### src/rtl/pdl_dll_ctrl.sv
// ---------------------------------------------------------------------------
// pdl_dll_ctrl
// Delay-calibration controller for the AIB RXCLK programmable delay line.
// Majority-votes FILT_LEN early/late phase-detector samples, then moves a
// saturating 0..64 delay code one step per vote. The code is driven to the
// line as a 64-bit thermometer. Lock is declared after LOCK_REV direction
// reversals, which means the loop is dithering around the target phase.
//
// Optional feature macro: PDL_DLL_TRACK_EN
//   defined     : LOCKED keeps looping (settle/sample/update) to track drift;
//                 a saturation event while tracking drops lock and restarts
//                 reversal counting.
//   not defined : LOCKED freezes the code until en drops, override or reset.
//
// Ports
//   clk       in   controller clock, rising edge
//   reset     in   synchronous, active-high
//   en        in   calibration enable (level)
//   pd_valid  in   pd_early qualifier
//   pd_early  in   1 = delayed clock early (add delay), 0 = late
//   ovr_en    in   manual code override, highest priority after reset
//   ovr_code  in   override code, values above 64 clamp to 64
//   bk        out  thermometer control, bk[i] = (i < code)
//   code      out  current binary delay code
//   busy      out  FSM not idle
//   locked    out  lock achieved
//   sat       out  last nonzero vote tried to push past 0 or 64
// ---------------------------------------------------------------------------
module pdl_dll_ctrl #(
    parameter int START_CODE = 32,
    parameter int SETTLE_CYC = 4,
    parameter int FILT_LEN   = 8,
    parameter int LOCK_REV   = 2
) (
    input  logic        clk,
    input  logic        reset,
    input  logic        en,
    input  logic        pd_valid,
    input  logic        pd_early,
    input  logic        ovr_en,
    input  logic [6:0]  ovr_code,
    output logic [63:0] bk,
    output logic [6:0]  code,
    output logic        busy,
    output logic        locked,
    output logic        sat
);

    typedef enum logic [2:0] {
        ST_IDLE   = 3'd0,
        ST_SETTLE = 3'd1,
        ST_SAMPLE = 3'd2,
        ST_UPDATE = 3'd3,
        ST_LOCKED = 3'd4
    } state_t;

    localparam logic [6:0] CODE_MAX    = 7'd64;
    localparam logic [6:0] START_C     = 7'(START_CODE);
    localparam logic [7:0] SETTLE_LAST = 8'(SETTLE_CYC - 1);
    localparam logic [7:0] FILT_LAST   = 8'(FILT_LEN - 1);
    localparam logic [3:0] LOCK_N      = 4'(LOCK_REV);

    // Thermometer encode: cell i enabled iff i < c; 64 gives all ones.
    function automatic logic [63:0] therm(input logic [6:0] c);
        logic [63:0] t;
        t = 64'd0;
        for (int i = 0; i < 64; i++) begin
            t[i] = (7'(i) < c);
        end
        return t;
    endfunction

    state_t             state_r, state_s;
    logic [7:0]         settle_cnt_r, settle_cnt_s;
    logic [7:0]         samp_cnt_r, samp_cnt_s;
    logic signed [8:0]  vote_r, vote_s;
    logic [3:0]         rev_cnt_r, rev_cnt_s;
    logic               last_up_r, last_up_s;
    logic               dir_vld_r, dir_vld_s;
    logic [6:0]         code_s;
    logic               locked_s;
    logic               sat_s;
    logic               step_up_s;
    logic               sat_hit_s;

    // Next-state, counters, vote and code computation.
    always_comb begin
        state_s      = state_r;
        settle_cnt_s = settle_cnt_r;
        samp_cnt_s   = samp_cnt_r;
        vote_s       = vote_r;
        rev_cnt_s    = rev_cnt_r;
        last_up_s    = last_up_r;
        dir_vld_s    = dir_vld_r;
        code_s       = code;
        locked_s     = locked;
        sat_s        = sat;
        step_up_s    = 1'b0;
        sat_hit_s    = 1'b0;

        if (ovr_en) begin
            code_s       = (ovr_code > CODE_MAX) ? CODE_MAX : ovr_code;
            state_s      = ST_IDLE;
            settle_cnt_s = 8'd0;
            samp_cnt_s   = 8'd0;
            vote_s       = 9'sd0;
            rev_cnt_s    = 4'd0;
            dir_vld_s    = 1'b0;
            locked_s     = 1'b0;
            sat_s        = 1'b0;
        end else if (!en) begin
            // Abort: keep the code, drop lock and any partial vote.
            state_s      = ST_IDLE;
            settle_cnt_s = 8'd0;
            samp_cnt_s   = 8'd0;
            vote_s       = 9'sd0;
            locked_s     = 1'b0;
        end else begin
            case (state_r)
                ST_IDLE: begin
                    code_s       = START_C;
                    rev_cnt_s    = 4'd0;
                    dir_vld_s    = 1'b0;
                    settle_cnt_s = 8'd0;
                    samp_cnt_s   = 8'd0;
                    vote_s       = 9'sd0;
                    state_s      = ST_SETTLE;
                end
                ST_SETTLE: begin
                    if (settle_cnt_r >= SETTLE_LAST) begin
                        settle_cnt_s = 8'd0;
                        state_s      = ST_SAMPLE;
                    end else begin
                        settle_cnt_s = settle_cnt_r + 8'd1;
                    end
                end
                ST_SAMPLE: begin
                    if (pd_valid) begin
                        vote_s = pd_early ? (vote_r + 9'sd1) : (vote_r - 9'sd1);
                        if (samp_cnt_r >= FILT_LAST) begin
                            samp_cnt_s = 8'd0;
                            state_s    = ST_UPDATE;
                        end else begin
                            samp_cnt_s = samp_cnt_r + 8'd1;
                        end
                    end else begin
                        vote_s = vote_r;
                    end
                end
                ST_UPDATE: begin
                    vote_s = 9'sd0;
                    if (vote_r != 9'sd0) begin
                        step_up_s = (vote_r > 9'sd0);
                        if (step_up_s) begin
                            if (code >= CODE_MAX) begin
                                sat_hit_s = 1'b1;
                            end else begin
                                code_s = code + 7'd1;
                            end
                        end else begin
                            if (code == 7'd0) begin
                                sat_hit_s = 1'b1;
                            end else begin
                                code_s = code - 7'd1;
                            end
                        end
                        sat_s = sat_hit_s;
                        // A step against the previous direction is a reversal.
                        if (dir_vld_r && (last_up_r != step_up_s)) begin
                            rev_cnt_s = (rev_cnt_r == 4'd15) ? 4'd15 : (rev_cnt_r + 4'd1);
                        end else begin
                            rev_cnt_s = rev_cnt_r;
                        end
                        last_up_s = step_up_s;
                        dir_vld_s = 1'b1;
                    end else begin
                        // Balanced vote: no step and no direction recorded.
                        sat_s = sat;
                    end
`ifdef PDL_DLL_TRACK_EN
                    if (locked) begin
                        if (sat_hit_s) begin
                            locked_s  = 1'b0;
                            rev_cnt_s = 4'd0;
                            dir_vld_s = 1'b0;
                            state_s   = ST_SETTLE;
                        end else begin
                            state_s = ST_LOCKED;
                        end
                    end else if (rev_cnt_s >= LOCK_N) begin
                        locked_s = 1'b1;
                        state_s  = ST_LOCKED;
                    end else begin
                        state_s = ST_SETTLE;
                    end
`else
                    if (rev_cnt_s >= LOCK_N) begin
                        locked_s = 1'b1;
                        state_s  = ST_LOCKED;
                    end else begin
                        state_s = ST_SETTLE;
                    end
`endif
                end
                ST_LOCKED: begin
`ifdef PDL_DLL_TRACK_EN
                    // Tracking: LOCKED acts as the settle phase of the loop.
                    if (settle_cnt_r >= SETTLE_LAST) begin
                        settle_cnt_s = 8'd0;
                        state_s      = ST_SAMPLE;
                    end else begin
                        settle_cnt_s = settle_cnt_r + 8'd1;
                    end
`else
                    // Frozen: code and lock held, phase detector ignored.
                    state_s = ST_LOCKED;
`endif
                end
                default: begin
                    state_s = ST_IDLE;
                end
            endcase
        end
    end

    // State, counters and registered outputs; bk follows next-code directly.
    always_ff @(posedge clk) begin
        if (reset) begin
            state_r      <= ST_IDLE;
            settle_cnt_r <= 8'd0;
            samp_cnt_r   <= 8'd0;
            vote_r       <= 9'sd0;
            rev_cnt_r    <= 4'd0;
            last_up_r    <= 1'b0;
            dir_vld_r    <= 1'b0;
            code         <= START_C;
            bk           <= therm(START_C);
            busy         <= 1'b0;
            locked       <= 1'b0;
            sat          <= 1'b0;
        end else begin
            state_r      <= state_s;
            settle_cnt_r <= settle_cnt_s;
            samp_cnt_r   <= samp_cnt_s;
            vote_r       <= vote_s;
            rev_cnt_r    <= rev_cnt_s;
            last_up_r    <= last_up_s;
            dir_vld_r    <= dir_vld_s;
            code         <= code_s;
            bk           <= therm(code_s);
            busy         <= (state_s != ST_IDLE);
            locked       <= locked_s;
            sat          <= sat_s;
        end
    end

endmodule

### config.mk
export PLATFORM = sky130hd
export DESIGN_NAME = pdl_dll_ctrl
export DESIGN_NICKNAME = d
export VERILOG_FILES = /design/src/rtl/pdl_dll_ctrl.sv
export SDC_FILE = /design/constraint.sdc
export NUM_CORES = 1
export LEC_CHECK = 0
export ABC_AREA = 1
export CORE_ASPECT_RATIO = 0.75
export CORE_UTILIZATION = 40
export DETAILED_ROUTE_END_ITERATION = 8
export HOLD_SLACK_MARGIN = 0.08
export SETUP_SLACK_MARGIN = 0.5
export SLEW_MARGIN = 0
export SYNTH_ARGS = -nofsm -noshare
export SYNTH_HDL_FRONTEND = slang
export SYNTH_SLANG_ARGS = --single-unit
### constraint.sdc
create_clock -name clk -period 6.3 [get_ports clk]
set_input_delay 0.945 -clock clk [delete_from_list [all_inputs] [get_ports clk]]
set_output_delay 0.945 -clock clk [all_outputs]
set_load 0.05 [all_outputs]
==> results.cfg <==
[global_routing]
track_usage = 0.205
grt_pass1_vias = 4100
grt_max_degree = 24
antenna_found_initial = 0
grt_pass1_wl_um = 19900
overflow = 0

[clock_network]
ctsLongestPathBuffers = 2
cts_setup_buffers = 0
htreeDepth = 3
numCtsBuffers = 9
clk_pin_slew_ns = 0.07
clock_latency_ns = 0.35
clock_sinks = 107
cts-resized-gates = 0
clockRootBuffer = clkbuf_16
cts_tree = yes
postCtsHoldBufs = 0

[routing]
via_per_inst = 4.91
wire_per_inst_um = 13.6
drt_wl_total_um = 12000
drc_errors = 0
vias = 4344
dr.pass1.iters = 5
drt_iter0_drc = 270
final_antenna_net_count = 0

[sta]
hold_viol_final = 0
min_period_ns = 3.16
max_slew_margin = 0.531
max_freq_mhz = 316
timing.hold.ws_ns = 0.443
fin_skew_ns = 0.00674
slew_viol_final = 0
tns_ns = 0
fin_ws_ns = 3.14
tightest_slew_ns = 0.703
setup_violations = 0
timing.final.crit_share = 0.502
rsz0062_at_grt = false

[die]
die_height_um = 96.6
ios = 87
die_area_sq_um = 12400
rows = 34
start_util = 0.411
core_area_sq_um = 11600
die_w_um = 128

[worst_setup_path]
critPathCaptureType = register
cpPeakStageDelay_ns = 0.65
cp.depth = 14
critPathSlowestCell = clkdlybuf4s50_1
required_ns = 6.54
reg2reg_depth = 14
crit_path_max_fanout = 8
crit_top_cell = nand2_1
cp-start-kind = primary input
crit_type = primary input to register
critPathBufInv = 4
cp.arrival_ns = 3.41
crit_chain = clkdlybuf4s50_1 -> inv_1 -> nor2_4 -> inv_2 -> a21oi_2 -> nand3_1 -> nand2_1 -> nand2_1 -> nand2_1 -> nand2_2 -> o21ai_2 -> inv_1 -> nor2_1 -> nor2_2
cp_top_family = buffers and inverters

[worst_hold_path]
min_path_cells = 2
hold_class = register to register

[placed_design]
dp_hpwl_um = 9400
dp_slack_ns = 2.79
gp_congestion = 0.928
numPortBuffers = 86
placed_cell_area_sq_um = 5780

[logic_synthesis]
synth_edf_count = 0
ys_seq_area_frac = 0.449
synth_nets = 655
postSynthAreaPerCell_sq_um = 7.59
yosysWarnings = 0
netlist_area_sq_um = 4780
synth.distinct_cells = 42
syn-instance-count = 629
synth_seq_cells = 107
synth-main-ff-cell = dfxtp_1
async_reset_ff_frac = 0

[finish]
drive_above_1_share = 0.129
stdcell_area_sq_um = 6090
postLayoutCoreUtil = 0.524
regArea_sq_um = 2140
multi_input_area_sq_um = 2300
synthToLayoutAreaGrowth_pct = 27.5
fin_nets = 743
fillers = 1107
n_antenna_cell = 0

[job]
drv_cap = 0

[pwr]
peakVddDrop_mv = 0.161
powerDensity_nw_per_um2 = 266
p_leak_nw = 2.62

[status]
outcome = complete, no violations
-- cell type report --
type                    count  share of cell area
flip-flops and latches    107               0.352
clock inverters             6              0.0117
inverters                  72              0.0444
clock buffers              10              0.0393
repair buffers             86               0.141
multi-input cells         441               0.378
well taps                 162              0.0333
-- state kept, by name, indices dropped and copies added, names as in the netlist --
register / cells
samp_cnt_r: 8
locked: 1
state_r: 3
sat: 1
rev_cnt_r: 4
bk: 64
last_up_r: 1
dir_vld_r: 1
code: 6
busy: 1
settle_cnt_r: 8
vote_r: 9
-- per-layer routing --
layer,global-route usage,share of wire,vias up
li1,-,-,2200
met1,0.303,0.52,2014
met2,0.300,0.41,117
met3,0.0404,0.058,13
met4,0.0561,0.013,0
met5,0,0,-
-- cell usage after synthesis, types with 2 or more instances --
library cell	n	share of area
nand2_1	150	0.12
dfxtp_1	107	0.45
nor2_1	88	0.069
inv_1	60	0.047
a21oi_1	35	0.037
nand3_1	32	0.034
o21ai_0	26	0.027
nand2_2	17	0.022
ha_1	12	0.031
inv_2	11	0.0086
nor2_2	11	0.014
nand4_1	10	0.013
nor2_4	7	0.017
a21oi_2	6	0.011
nand3_2	6	0.013
o21ai_2	5	0.0092
or2_2	5	0.0065
nand2_4	4	0.0094
nor3_1	4	0.0042
buf_4	3	0.0047
clkbuf_1	3	0.0024
a211oi_1	2	0.0031
a31oi_1	2	0.0026
buf_6	2	0.0047
nor3_2	2	0.0042
xnor2_1	2	0.0037
xor2_1	2	0.0037
-- final timing paths --
kind	startpoint	end	slack, ns
max	en	bk[44]	3.14
max reg2reg	code[1]	bk[21]	3.64
min	samp_cnt_r[4]	samp_cnt_r[4]	0.44
min reg2reg	samp_cnt_r[4]	samp_cnt_r[4]	0.44
-- cells in the final DEF, fill, tap and decap left out, types with 9 or more instances in the layout --
master,instances
nand2_2,17
a21oi_1,35
nor2_1,88
nand4_1,10
inv_2,11
inv_1,60
dfxtp_1,107
nand3_1,32
ha_1,12
nor2_2,11
nand2_1,150
clkdlybuf4s50_1,86
clkbuf_16,9
o21ai_0,26
-- tightest hold or removal path: cells and delay by family, from the launching register on --
kind	cells	cell delay (ns)
DFF	1	0.30
buffers and inverters	1	0.06
and+or+nand+nor	1	0.05
-- where the power goes --
part	total [mW]	leakage [nW]	internal, mW	switching (mW)
Sequential	0.726	0.877	0.711	0.0155
Combinational	0.314	1.59	0.0945	0.220
Clock	0.577	0.151	0.323	0.254
-- cell families (layout without fill, tap and decap cells) --
family | Yosys count | in the layout | share of synthesized area
simple gates | 339 | 339 | 0.330
flops | 107 | 107 | 0.449
buf+inv | 81 | 174 | 0.0694
fa+ha+maj | 13 | 13 | 0.0356
xor+xnor | 4 | 4 | 0.00734
compound gates | 85 | 85 | 0.109
-- stage by stage --
step                      cells  total power, mW
final                       884             1.62
after global placement      868             1.05
after CTS                   884             1.63
after floorplan             629            0.955
after detailed placement    868             1.06
after global routing        884             1.68
Note: power is estimated with default switching activity, not from simulation.
